$ cat src/rtl/storage_arbiter.sv
// Round-robin req/gnt arbiter sharing the single-port matrix storage between three requesters.
// Define ARB_STATS_EN to add the saturating contention counter on o_conflict_cnt.
module storage_arbiter #(
   parameter int unsigned ADDR_W    = 8,
   parameter int unsigned DATA_W    = 32,
   parameter int unsigned MAX_BURST = 16
) (
   input  logic                clk,
   input  logic                rst,
   input  logic [2:0]          i_req,
   input  logic [3*ADDR_W-1:0] i_addr,
   input  logic [2:0]          i_we,
   input  logic [3*DATA_W-1:0] i_wdata,
   output logic [2:0]          o_gnt,
   output logic [2:0]          o_rvalid,
   output logic [DATA_W-1:0]   o_rdata,
   output logic [ADDR_W-1:0]   o_storage_addr,
   output logic [DATA_W-1:0]   o_storage_data,
   output logic                o_storage_we,
   input  logic [DATA_W-1:0]   i_storage_rdata,
`ifdef ARB_STATS_EN
   output logic [15:0]         o_conflict_cnt,
`endif
   output logic                o_busy
);

   localparam logic [0:0] ST_IDLE = 1'b0;
   localparam logic [0:0] ST_OWN  = 1'b1;
   localparam logic [7:0] MAX_CNT = 8'(MAX_BURST);

   logic [0:0]        state_q, state_d;
   logic [1:0]        owner_q, owner_d;
   logic [1:0]        last_q, last_d;
   logic [7:0]        cnt_q, cnt_d;
   logic              rd_valid_q;
   logic [1:0]        rd_tag_q;

   logic [1:0]        cand_a, cand_b, winner;
   logic [ADDR_W-1:0] own_addr;
   logic [DATA_W-1:0] own_data;
   logic              own_req, own_we, others_req, in_own, beat;
   logic [7:0]        cnt_inc;

   function automatic logic [1:0] next_idx(input logic [1:0] v);
      return (v == 2'd2) ? 2'd0 : v + 2'd1;
   endfunction

   function automatic logic [2:0] onehot(input logic [1:0] v);
      return 3'b001 << v;
   endfunction

   // Search order after the last owner: last+1, last+2, then last itself.
   always_comb begin
      cand_a = next_idx(last_q);
      cand_b = next_idx(cand_a);
      if (i_req[cand_a])      winner = cand_a;
      else if (i_req[cand_b]) winner = cand_b;
      else                    winner = last_q;
   end

   always_comb begin
      own_addr = i_addr[ADDR_W-1:0];
      own_data = i_wdata[DATA_W-1:0];
      case (owner_q)
         2'd1: begin
            own_addr = i_addr[2*ADDR_W-1:ADDR_W];
            own_data = i_wdata[2*DATA_W-1:DATA_W];
         end
         2'd2: begin
            own_addr = i_addr[3*ADDR_W-1:2*ADDR_W];
            own_data = i_wdata[3*DATA_W-1:2*DATA_W];
         end
         default: ;
      endcase
   end

   assign own_req    = i_req[owner_q];
   assign own_we     = i_we[owner_q];
   assign others_req = |(i_req & ~onehot(owner_q));
   assign in_own     = (state_q == ST_OWN);
   assign beat       = in_own & own_req;
   assign cnt_inc    = (cnt_q == MAX_CNT) ? cnt_q : cnt_q + 8'd1;

   always_comb begin
      state_d = state_q;
      owner_d = owner_q;
      last_d  = last_q;
      cnt_d   = cnt_q;
      case (state_q)
         ST_IDLE: begin
            if (|i_req) begin
               state_d = ST_OWN;
               owner_d = winner;
               cnt_d   = 8'd0;
            end
         end
         default: begin
            if (!own_req) begin
               state_d = ST_IDLE;
               last_d  = owner_q;
               cnt_d   = 8'd0;
            end else if ((cnt_inc == MAX_CNT) && others_req) begin
               state_d = ST_IDLE;
               last_d  = owner_q;
               cnt_d   = 8'd0;
            end else begin
               cnt_d = cnt_inc;
            end
         end
      endcase
   end

   always_ff @(posedge clk) begin
      if (rst) begin
         state_q    <= ST_IDLE;
         owner_q    <= 2'd2;
         last_q     <= 2'd2;
         cnt_q      <= 8'd0;
         rd_valid_q <= 1'b0;
         rd_tag_q   <= 2'd0;
      end else begin
         state_q    <= state_d;
         owner_q    <= owner_d;
         last_q     <= last_d;
         cnt_q      <= cnt_d;
         // Tag is kept outside the FSM so the final read of a released burst still returns.
         rd_valid_q <= beat & ~own_we;
         rd_tag_q   <= owner_q;
      end
   end

   assign o_gnt          = in_own ? onehot(owner_q) : 3'b000;
   assign o_busy         = in_own;
   assign o_storage_addr = own_addr;
   assign o_storage_data = own_data;
   assign o_storage_we   = beat & own_we & ~rst;
   assign o_rvalid       = rd_valid_q ? onehot(rd_tag_q) : 3'b000;
   assign o_rdata        = i_storage_rdata;

`ifdef ARB_STATS_EN
   logic [1:0]  req_pop;
   logic        conflict;
   logic [15:0] conflict_q;

   assign req_pop  = 2'(i_req[0]) + 2'(i_req[1]) + 2'(i_req[2]);
   assign conflict = (req_pop >= 2'd2) && (|(i_req & ~o_gnt));

   always_ff @(posedge clk) begin
      if (rst) begin
         conflict_q <= 16'd0;
      end else if (conflict && (conflict_q != 16'hFFFF)) begin
         conflict_q <= conflict_q + 16'd1;
      end
   end

   assign o_conflict_cnt = conflict_q;
`endif

endmodule

$ cat config.mk
export PLATFORM = sky130hd
export DESIGN_NAME = storage_arbiter
export DESIGN_NICKNAME = d
export VERILOG_FILES = /design/src/rtl/storage_arbiter.sv
export SDC_FILE = /design/constraint.sdc
export NUM_CORES = 1
export LEC_CHECK = 0
export ABC_AREA = 1
export CORE_AREA = 2 2 94 96
export DETAILED_ROUTE_END_ITERATION = 7
export DIE_AREA = 0 0 96 98
export PLACE_DENSITY = 0.83
export SLEW_MARGIN = 0
export SYNTH_ARGS = -nofsm -noshare
export SYNTH_HDL_FRONTEND = slang
export SYNTH_SLANG_ARGS = --single-unit
$ cat constraint.sdc
create_clock -name clk -period 4.86 [get_ports clk]
set_clock_uncertainty 0.2 [all_clocks]
set_input_delay 1.215 -clock clk [delete_from_list [all_inputs] [get_ports clk]]
set_output_delay 1.215 -clock clk [all_outputs]
set_load 0.005 [all_outputs]
==> impl_results.md, run 1 <==
* Port Buf Inserts at 175
* Final Hold Viols at 0
* Hold Crit Class: reg2reg
* Clock Tree Buf Depth at 2
* Status: finished, final reports clean
* Most frequent cells in the layout: clkdlybuf4s50_1 (175), nand2_1 (130), nor2_1 (62), a31oi_1 (41), inv_1 (23)
* Slew margin rel. at 0.4516
* R2r worst-path depth at 7
* Vias at around 3000
* GRT overflow at 0
* Min-Delay Path Depth at 2
* WL per Instance at approximately 14 um
* Commonest non-fill, non-tap cell in the layout: clkdlybuf4s50_1
* Synth Net Count at roughly 550
* Post-CTS resize count at 0
* Final period utilization at 0.8871
* PD cells at approximately 260 nW/um^2
* CP Data Required Time at about 3.4 ns
* Root Driver: clkbuf_8
* CTS tree: built
* Post-synth top area cell: nand2_1
* Power after layout at roughly 970 uW
* Worst R2R End: last_q[0]
* Crit path from: i_req[2]
* Cell variety after synth at 25
* Routability-driven placement congestion ratio at around 0.88
* DRT Pass-1 Iters at 5
* DRC at 0
* Filler cells at 795
* Reg2reg setup slack at ~2.5 ns
* Top cells by area, synth: nand2_1 (24%), dfxtp_1 (16%), a31oi_1 (12%)
* Minimum clock period at 4.311 ns
* Clk slew on worst S/H paths at 0.06 ns
* Syn avg cell area at ~5.4 um^2
* Pin count of the biggest net entering global routing at 43
* Vias in the first global route at roughly 2800
* Max-cap viol count at 0
* Die area at about 9400 um^2
* Unrepaired setup endpoints after global routing: false
* H-tree Lvls at 1
* WS Path Type: in2out
* Total Nets Final at around 680
* Initial core utilization at 0.2439
* WP data arrival at 2.90 ns
* Final instance area at roughly 3700 um^2
* Clk sinks at 16
* Core area at about 8500 um^2
* Pleak at approximately 1.5 nW
* Max-slew violations at 0
* Die span in x at 96 um
* Hold bufs inserted after CTS at 0
* Dpl hpwl at 7094 um
* Mapped Area at 2064 um^2
* Reg-to-Reg Start: owner_q[0]
* Critical Path End Type: output port
* Area after DPL at around 3700 um^2
* Worst hold path endpoint: cnt_q[7]
* Final setup fails at 0
* Total negative slack at 0 ns
* Seq/Total Area, Yosys at 0.1552
* Post-synthesis cell count at between 300 and 400
* Share of cells above drive strength 1 at 0.04102
* Post-route ant nets at 0
* # Post-CTS Setup Buffers at 0
* Top-area cell type share of the netlist area at 0.2364
* CTS Buf Count at 3
* Highest net fanout along the worst path at 5
* First-pass GRT wire length at approximately 13000 um
* Diode count at 0
* Yosys Warn Count at 0
* Die Span Y at 98 um
* Final wirelength at between 8000 and 9000 um
* Area grow syn2layout at 81.45%
* Crit start category: primary input
* Peak VDD IR at 0.1024 mV
* Final Core Density at 0.4425
* Ports at 240
* Via-to-Cell Ratio at ~4.7
* Actual slew at the worst max-slew pin at around 0.82 ns
* Final WS setup at approximately 0.55 ns
* Fmax achieved at approximately 230 MHz
* GRT Resource Usage Total at 0.1773
* Iteration-0 DRC Markers at 116
* Initial antenna violation count at 0
* FP Rows at 34
* HP Start: cnt_q[7]
* Worst-Skew Late Latency at approximately 0.25 ns
* Placement Setup Slack at 0.5451 ns
* Yosys reg bits at 16
-- final cells by class --
class                   instances  area (um^2)  share of cell area
clock buffers                   4        55.05             0.01470
flip-flops and latches         16        320.3             0.08550
well taps                     108        135.1             0.03607
multi-input cells             285         1329              0.3547
inverters                      26        97.59             0.02605
repair buffers                181         1809              0.4830
-- worst max path at each step --
stage	to	slack, ns	cells after the start
after floorplan	o_storage_we	1.66	6
after global placement	o_storage_we	0.54	8
after detailed placement	o_storage_we	0.55	8
after CTS	o_storage_we	0.55	8
after global routing	o_storage_we	0.38	8
final	o_storage_we	0.55	8
-- registers in the layout, summed over array words and instances, names as in the netlist --
signal and flops:
cnt_q 8, last_q 2, owner_q 2, rd_tag_q 2
o_busy 1, rd_valid_q 1
-- cells in the mapped netlist --
cell type / n
nand2_1: 130
nor2_1: 62
a31oi_1: 41
buf_4: 32
inv_1: 23
clkbuf_1: 20
dfxtp_1: 16
a21oi_1: 11
nand3_1: 9
ha_1: 5
nand4_1: 5
o21ai_0: 4
inv_2: 3
nor3_1: 3
a211oi_1: 2
buf_2: 2
nor2_2: 2
o211ai_1: 2
o221ai_1: 2
xor2_1: 2
nand2_2: 1
nand3_2: 1
nor3b_1: 1
o21bai_1: 1
or2_2: 1
-- per-stage QoR --
step / hold WS [ns] / instances
finish: 0.2935 / 620
global route: 0.3161 / 620
CTS: 0.2909 / 620
detailed placement: 0.2823 / 616
global placement: 0.2671 / 616
floorplan: 0.2586 / 381
-- logic make-up after synthesis --
group	Yosys count	synth area share
and+or+nand+nor	215	0.4139
buffers and inverters	80	0.2048
AOI/OAI and AO/OA	63	0.1873
DFF	16	0.1552
adders and majority gates	5	0.03030
xor gates and xnor gates	2	0.008486
-- layer usage --
layer / up-vias / wire length, um / GRT usage
met5: - / 0 / 0
met4: 0 / 187 / 0.05495
met3: 18 / 830 / 0.05093
met2: 159 / 4416 / 0.3296
met1: 1282 / 3184 / 0.1876
li1: 1467 / - / -
-- power by group --
part / internal [mW] / switching, mW
clock: 0.0720 / 0.0472
combinational: 0.403 / 0.292
sequential: 0.140 / 0.0111
-- worst max-delay path, cell delays in order --
cell and delay (ns):
clkdlybuf4s50_1 0.48, inv_1 0.09, o21ai_0 0.15, nand2_1 0.13, nor2_1 0.16, nand2_1 0.08
nor2_1 0.09, clkdlybuf4s50_1 0.50
(Power assumes the default switching activity.)
==> run 2, diff against run 1 <==
--- a/config.mk
+++ b/config.mk
@@ -7,6 +7,7 @@
 export LEC_CHECK = 0
 export ABC_AREA = 1
 export CORE_AREA = 2 2 94 96
+export CTS_CLUSTER_SIZE = 8
 export DETAILED_ROUTE_END_ITERATION = 7
 export DIE_AREA = 0 0 96 98
 export PLACE_DENSITY = 0.83
==> results of run 2 <==
Same layout as run 1: the final DEF is identical, and so are final timing and power.
